## src/rtl/spi_reg_pkg.sv

```systemverilog
// Shared types and constants for the SPI-to-register bridge: FSM states,
// command byte layout, frame lengths and the read-data load latency.
package spi_reg_pkg;

    typedef enum logic [1:0] {
        ST_IDLE = 2'd0,
        ST_CMD  = 2'd1,
        ST_DATA = 2'd2,
        ST_HOLD = 2'd3
    } spi_state_e;

    localparam int CMD_RW_BIT    = 7;
    localparam int CMD_ADDR_MSB  = 5;
    localparam int CMD_BITS      = 8;
    localparam int DATA_BITS     = 32;
    localparam int READ_LOAD_LAT = 3;
    localparam int ADDR_W        = CMD_ADDR_MSB + 1;
    localparam int LOAD_CNT_W    = 2;

    // Burst address step; the 6-bit width gives the 0x3F -> 0x00 wrap.
    function automatic logic [ADDR_W-1:0] addr_inc(input logic [ADDR_W-1:0] a);
        return a + ADDR_W'(1);
    endfunction

endpackage

```

## src/rtl/spi_sync.sv

```systemverilog
// Synchronizes SCLK, CS_n and MOSI into clk and detects SCLK/CS edges.
// Edges are suppressed until the chains are refilled after reset.
module spi_sync #(
    parameter int SYNC_STAGES = 2
) (
    input  logic clk,
    input  logic rst,
    input  logic sclk_i,
    input  logic cs_n_i,
    input  logic mosi_i,
    output logic mosi_o,
    output logic cs_n_o,
    output logic sclk_rise_o,
    output logic sclk_fall_o,
    output logic cs_fall_o,
    output logic cs_rise_o
);

    localparam logic [2:0] WARM_DONE = 3'(SYNC_STAGES + 1);

    logic [SYNC_STAGES-1:0] sclk_sync_q;
    logic [SYNC_STAGES-1:0] cs_sync_q;
    logic [SYNC_STAGES-1:0] mosi_sync_q;
    logic                   sclk_prev_q;
    logic                   cs_prev_q;
    logic [2:0]             warm_q;
    logic                   edges_en;

    always_ff @(posedge clk or posedge rst) begin
        if (rst) begin
            sclk_sync_q <= '0;
            cs_sync_q   <= '1;
            mosi_sync_q <= '0;
            sclk_prev_q <= 1'b0;
            cs_prev_q   <= 1'b1;
            warm_q      <= 3'd0;
        end else begin
            sclk_sync_q <= {sclk_sync_q[SYNC_STAGES-2:0], sclk_i};
            cs_sync_q   <= {cs_sync_q[SYNC_STAGES-2:0], cs_n_i};
            mosi_sync_q <= {mosi_sync_q[SYNC_STAGES-2:0], mosi_i};
            sclk_prev_q <= sclk_sync_q[SYNC_STAGES-1];
            cs_prev_q   <= cs_sync_q[SYNC_STAGES-1];
            if (warm_q != WARM_DONE) begin
                warm_q <= warm_q + 3'd1;
            end
        end
    end

    // A CS held low across reset must not look like a fresh falling edge.
    assign edges_en    = (warm_q == WARM_DONE);

    assign mosi_o      = mosi_sync_q[SYNC_STAGES-1];
    assign cs_n_o      = cs_sync_q[SYNC_STAGES-1];
    assign sclk_rise_o = edges_en &  sclk_sync_q[SYNC_STAGES-1] & ~sclk_prev_q;
    assign sclk_fall_o = edges_en & ~sclk_sync_q[SYNC_STAGES-1] &  sclk_prev_q;
    assign cs_fall_o   = edges_en & ~cs_sync_q[SYNC_STAGES-1]   &  cs_prev_q;
    assign cs_rise_o   = edges_en &  cs_sync_q[SYNC_STAGES-1]   & ~cs_prev_q;

endmodule

```

## src/rtl/spi_reg_bridge.sv

```systemverilog
// SPI mode-0 slave to 64x32-bit register bridge: command byte then one 32-bit word.
// Define SPI_REG_BRIDGE_BURST_EN to continue with address-incremented words while CS stays low.
module spi_reg_bridge
    import spi_reg_pkg::*;
#(
    parameter int SYNC_STAGES = 2
) (
    input  logic              clk,
    input  logic              rst,
    input  logic              spi_sclk,
    input  logic              spi_cs_n,
    input  logic              spi_mosi,
    output logic              spi_miso,
    output logic [ADDR_W-1:0] reg_address,
    output logic [31:0]       reg_wr_data,
    output logic              reg_wr_valid,
    input  logic [31:0]       reg_rd_data,
    output logic              reg_read,
    output spi_state_e        dbg_state_o
);

    logic mosi_s, cs_n_s, sclk_rise, sclk_fall, cs_fall, cs_rise;

    spi_sync #(.SYNC_STAGES(SYNC_STAGES)) u_sync (
        .clk         (clk),
        .rst         (rst),
        .sclk_i      (spi_sclk),
        .cs_n_i      (spi_cs_n),
        .mosi_i      (spi_mosi),
        .mosi_o      (mosi_s),
        .cs_n_o      (cs_n_s),
        .sclk_rise_o (sclk_rise),
        .sclk_fall_o (sclk_fall),
        .cs_fall_o   (cs_fall),
        .cs_rise_o   (cs_rise)
    );

    spi_state_e              state_q, state_d;
    logic [5:0]              bit_cnt_q, bit_cnt_d;
    logic [CMD_BITS-1:0]     cmd_sr_q, cmd_sr_d;
    logic [DATA_BITS-1:0]    data_sr_q, data_sr_d;
    logic [DATA_BITS-1:0]    miso_sr_q, miso_sr_d;
    logic                    is_read_q, is_read_d;
    logic [ADDR_W-1:0]       addr_q, addr_d;
    logic [31:0]             wr_data_q, wr_data_d;
    logic                    wr_valid_q, wr_valid_d;
    logic                    rd_strobe_q, rd_strobe_d;
    logic [LOAD_CNT_W-1:0]   load_cnt_q, load_cnt_d;
    logic                    miso_q, miso_d;

    logic [CMD_BITS-1:0]     cmd_byte;
    logic [DATA_BITS-1:0]    word_in;

    assign cmd_byte = {cmd_sr_q[CMD_BITS-2:0], mosi_s};
    assign word_in  = {data_sr_q[DATA_BITS-2:0], mosi_s};

    always_ff @(posedge clk or posedge rst) begin
        if (rst) begin
            state_q     <= ST_IDLE;
            bit_cnt_q   <= '0;
            cmd_sr_q    <= '0;
            data_sr_q   <= '0;
            miso_sr_q   <= '0;
            is_read_q   <= 1'b0;
            addr_q      <= '0;
            wr_data_q   <= '0;
            wr_valid_q  <= 1'b0;
            rd_strobe_q <= 1'b0;
            load_cnt_q  <= '0;
            miso_q      <= 1'b0;
        end else begin
            state_q     <= state_d;
            bit_cnt_q   <= bit_cnt_d;
            cmd_sr_q    <= cmd_sr_d;
            data_sr_q   <= data_sr_d;
            miso_sr_q   <= miso_sr_d;
            is_read_q   <= is_read_d;
            addr_q      <= addr_d;
            wr_data_q   <= wr_data_d;
            wr_valid_q  <= wr_valid_d;
            rd_strobe_q <= rd_strobe_d;
            load_cnt_q  <= load_cnt_d;
            miso_q      <= miso_d;
        end
    end

    always_comb begin
        state_d     = state_q;
        bit_cnt_d   = bit_cnt_q;
        cmd_sr_d    = cmd_sr_q;
        data_sr_d   = data_sr_q;
        miso_sr_d   = miso_sr_q;
        is_read_d   = is_read_q;
        addr_d      = addr_q;
        wr_data_d   = wr_data_q;
        wr_valid_d  = 1'b0;
        rd_strobe_d = 1'b0;
        load_cnt_d  = (load_cnt_q != '0) ? load_cnt_q - LOAD_CNT_W'(1) : '0;
        miso_d      = miso_q;

        // Read data is captured a fixed number of clocks after the address moves.
        if (load_cnt_q == LOAD_CNT_W'(1)) begin
            miso_sr_d = reg_rd_data;
        end

        case (state_q)
            ST_IDLE: begin
                miso_d = 1'b0;
                if (cs_fall) begin
                    state_d   = ST_CMD;
                    bit_cnt_d = '0;
                    cmd_sr_d  = '0;
                    data_sr_d = '0;
                end
            end
            ST_CMD: begin
                if (sclk_rise) begin
                    cmd_sr_d = cmd_byte;
                    if (bit_cnt_q == 6'(CMD_BITS - 1)) begin
                        state_d   = ST_DATA;
                        bit_cnt_d = '0;
                        addr_d    = cmd_byte[CMD_ADDR_MSB:0];
                        is_read_d = cmd_byte[CMD_RW_BIT];
                        if (cmd_byte[CMD_RW_BIT]) begin
                            load_cnt_d = LOAD_CNT_W'(READ_LOAD_LAT);
                        end
                    end else begin
                        bit_cnt_d = bit_cnt_q + 6'd1;
                    end
                end
                if (sclk_fall) begin
                    miso_d = 1'b0;
                end
            end
            ST_DATA: begin
                if (sclk_rise) begin
                    data_sr_d = word_in;
                    if (bit_cnt_q == 6'(DATA_BITS - 1)) begin
                        if (is_read_q) begin
                            rd_strobe_d = 1'b1;
                        end else begin
                            wr_data_d  = word_in;
                            wr_valid_d = 1'b1;
                        end
`ifdef SPI_REG_BRIDGE_BURST_EN
                        bit_cnt_d = '0;
                        addr_d    = addr_inc(addr_q);
                        if (is_read_q) begin
                            load_cnt_d = LOAD_CNT_W'(READ_LOAD_LAT);
                        end
`else
                        state_d = ST_HOLD;
`endif
                    end else begin
                        bit_cnt_d = bit_cnt_q + 6'd1;
                    end
                end
                if (sclk_fall) begin
                    if (is_read_q) begin
                        miso_d    = miso_sr_q[DATA_BITS-1];
                        miso_sr_d = {miso_sr_q[DATA_BITS-2:0], 1'b0};
                    end else begin
                        miso_d = 1'b0;
                    end
                end
            end
            ST_HOLD: begin
                if (sclk_fall) begin
                    miso_d = 1'b0;
                end
            end
            default: state_d = ST_IDLE;
        endcase

        // Deselect overrides everything: partial frames never strobe.
        if (cs_n_s || cs_rise) begin
            state_d     = ST_IDLE;
            miso_d      = 1'b0;
            load_cnt_d  = '0;
            wr_valid_d  = 1'b0;
            rd_strobe_d = 1'b0;
            wr_data_d   = wr_data_q;
        end
    end

    assign spi_miso     = miso_q;
    assign reg_address  = addr_q;
    assign reg_wr_data  = wr_data_q;
    assign reg_wr_valid = wr_valid_q;
    assign reg_read     = rd_strobe_q;
    assign dbg_state_o  = state_q;

endmodule

```

## config.mk

```make
export PLATFORM = sky130hd
export DESIGN_NAME = spi_reg_bridge
export DESIGN_NICKNAME = d
export VERILOG_FILES = /design/src/rtl/spi_reg_pkg.sv /design/src/rtl/spi_sync.sv /design/src/rtl/spi_reg_bridge.sv
export SDC_FILE = /design/constraint.sdc
export NUM_CORES = 1
export LEC_CHECK = 0
export ABC_AREA = 0
export CAP_MARGIN = 20
export CORE_ASPECT_RATIO = 1.2
export CORE_MARGIN = 1
export CORE_UTILIZATION = 41
export CTS_BUF_LIST = sky130_fd_sc_hd__clkbuf_4
export DETAILED_ROUTE_END_ITERATION = 12
export SLEW_MARGIN = 15
export SYNTH_ARGS = -nofsm -noshare
export SYNTH_HDL_FRONTEND = slang
export SYNTH_SLANG_ARGS = --single-unit
export TNS_END_PERCENT = 10
```

## constraint.sdc

```tcl
create_clock -name clk -period 8.91 [get_ports clk]
set_input_delay 0.891 -clock clk [delete_from_list [all_inputs] [get_ports clk]]
set_output_delay 0.891 -clock clk [all_outputs]
set_load 0.05 [all_outputs]
```

==> out/metrics.csv <==
metric,value,unit
Floorplan Core Area,0.0134,mm²
CTS tree,built,
final wirelength,10400,µm
area occupied by registers,0.00333,mm²
Buf/Inv on CP,0,
class of the worst hold path,reg2reg,
DRC viols,0,
CTS Root Cell,clkbuf_4,
Post-Synthesis Cells,484,
initial core utilization,42.7,%
Crit Path Category,reg2reg,
actual slew at the worst max-slew pin,0.901,ns
total grt overflow,0,
Placed Instance Area,0.00661,mm²
"FF+latch count, synth",133,
Clock Pin Slew Worst Setup and Hold Paths,0.11,ns
share of cells above drive strength 1,15.1,%
GRT Total Usage,16.0,%
diodes inserted,0,
Yosys top cell area share,56.8,%
DP Worst Slack,5.98,ns
CP cell instances,"ha_1, ha_1, nand3b_4, or4b_4, or4b_4, mux2_4",
final setup vio count,0,
die width,110,µm
CTS Hold Bufs,0,
row count,46,
die area,0.0144,mm²
Final Util,51.8,%
part of the cycle the worst path needs,33.0,%
global-route wire length before repair,17900,µm
DRT iter0 DRCs,179,
CP Data Required Time,9.32,ns
peak supply drop,0.0000867,V
"Distinct cells, synth",43,
htree depth,4,
largest net degree at the start of global routing,88,
RePlAce Congestion,0.784,
Routed Antenna Nets,0,
outcome,completed,
Final Slew Violations,0,
"Worst Setup Slack, final",5.97,ns
RSZ-0062 raised after global routing,no,
first drt pass iteration count,4,
max frequency,0.340,GHz
IO Pins,80,
Cell Pwr Density,168,mW/mm²
Post-CTS Setup Inserts,0,
routed vias/inst,5.06,
clk sinks,133,
CTS buffer count,17,
critical path's top delay family,simple AND/OR/NAND/NOR gates,
vias in the first global route,3740,
area grow syn2layout,21.3,%
Total Nets Final,603,
Hold Worst Slack,0.364,ns
initial antenna violation count,0,
Slew HR,39.9,%
crit path DAT,3.35,ns
sum of negative setup slack,0,ns
clock latency on the worst-skew pair,0.53,ns
max_cap viols,0,
Ys Warns,0,
CP max FO,33,
clock skew,0.0125,ns
crit path time final,2.94,ns
Crit-path slowest cell,or4b_4,
worst stage delay on the critical path,0.80,ns
# fillers,1208,
CTS max path bufs,2,
Leakage,0.00292,µW
Multi-input gate area,0.00219,mm²
"area leader, netlist",dfrtp_1,
Die Height,131,µm
"Seq/Total Area, Yosys",58.2,%
WL per Instance,14.2,µm
cell area after layout,0.00695,mm²
Port Buffers,79,
final hold violations,0,
routed via count,3733,
startpoint types,flip-flop,
detailed placement HPWL,6850,µm
Syn Area/Cell,11.8,µm²
CTS resizes,0,
Setup crit end kind,flip-flop,
Post-Syn Nets,529,
largest cells by area after synthesis,"dfrtp_1, mux2_4, nand2_1, mux2i_1, o21ai_0",
Synth Cell Area,0.00572,mm²
## Yosys cell counts (all sizes together)
master,instances
nand3b,3
nand2b,4
and3b,1
a22o,9
nor2b,1
nor3b,1
nand3,3
a32o,2
o221ai,1
or4b,2
or3,2
mux2,41
and2,1
o21a,1
inv,10
a22oi,1
nand4,3
mux2i,35
clkbuf,20
o311ai,1
dfrtp,130
a21oi,4
ha,8
nor2,7
dfstp,3
nand4b,2
o211ai,3
nand2,99
a221oi,2
nor3,3
xnor2,1
and3,1
o31ai,1
buf,9
o21ai,68
o31a,1
## worst reg2reg max path: cells and delay by family (launching register included)
family        cells  cell delay [ns]
simple gates      3             1.48
fa+ha+maj         2             0.56
mux               1             0.41
flops             1             0.38
## flip-flops by register name, summed over array words and instances, names as in the netlist, 2 cells and up
| name | count |
|---|---|
| cmd_sr_q | 7 |
| u_sync.cs_sync_q | 2 |
| u_sync.mosi_sync_q | 2 |
| dbg_state_o | 2 |
| reg_address | 6 |
| u_sync.warm_q | 3 |
| bit_cnt_q | 6 |
| load_cnt_q | 2 |
| u_sync.sclk_sync_q | 2 |
| miso_sr_q | 32 |
| data_sr_q | 31 |
| reg_wr_data | 32 |
## worst paths after layout
path | start | end | slack (ns) | cells after the start
worst max register to register | u_sync.warm_q[0]$_DFFE_PP0P_ | reg_wr_data[14]$_DFFE_PP0P_ | 5.97 | 6
worst min register to register | u_sync.cs_sync_q[0]$_DFF_PP1_ | u_sync.cs_sync_q[1]$_DFF_PP1_ | 0.36 | 0
worst min-delay path | u_sync.cs_sync_q[0]$_DFF_PP1_ | u_sync.cs_sync_q[1]$_DFF_PP1_ | 0.36 | 0
max in group asynchronous | rst | bit_cnt_q[5]$_DFFE_PP0P_ | 7.05 | 3
min in group asynchronous | rst | miso_sr_q[9]$_DFF_PP0_ | 0.74 | 2
worst max-delay path | u_sync.warm_q[0]$_DFFE_PP0P_ | reg_wr_data[14]$_DFFE_PP0P_ | 5.97 | 6
## per-stage QoR
| stage | std cells | power, µW |
|---|---|---|
| after CTS | 737 | 1190 |
| after detailed placement | 706 | 743 |
| after floorplan | 484 | 706 |
| after global routing | 738 | 1230 |
| final | 738 | 1170 |
| after global placement | 704 | 741 |
## cells by family after synthesis
kind of cell | Yosys count | share of synthesized area [%]
AOI/OAI and AO/OA | 94 | 9.57
xor gates and xnor gates | 1 | 0.153
adders and majority gates | 8 | 1.75
buffers and inverters | 39 | 3.74
DFF | 133 | 58.2
muxes | 76 | 16.1
and+or+nand+nor | 133 | 10.5
## cell type report
type	count	area share (%)
multi-input cells	312	31.6
inverters	10	0.613
repair buffers	84	12.3
clock inverters	11	2.29
clock buffers	20	2.16
flip-flops and latches	133	48.0
well taps	168	3.03
## metal layers
layer / GRT usage, % / part of all wire [%]
met5: 0 / 0
met3: 4.71 / 4.2
met2: 25.0 / 47
met1: 20.1 / 46
met4: 7.33 / 2.1
## layout by cell type (no fill, tap or decap), types with 4 or more instances in the layout
master,count
a22o_1,8
nand2b_1,4
mux2_2,12
clkbuf_4,20
bufinv_16,4
mux2i_1,35
a21oi_1,4
o21ai_0,66
nand2_1,99
inv_1,9
dfrtp_1,130
mux2_4,29
ha_1,8
clkdlybuf4s50_1,79
nor2_1,6
## report_power, final
group	total (µW)	internal (µW)	switching, µW
Sequential	615	609	6.17
Combinational	115	36.4	78.5
Clock	438	228	210
No activity file was read; power rests on OpenSTA's default activity.
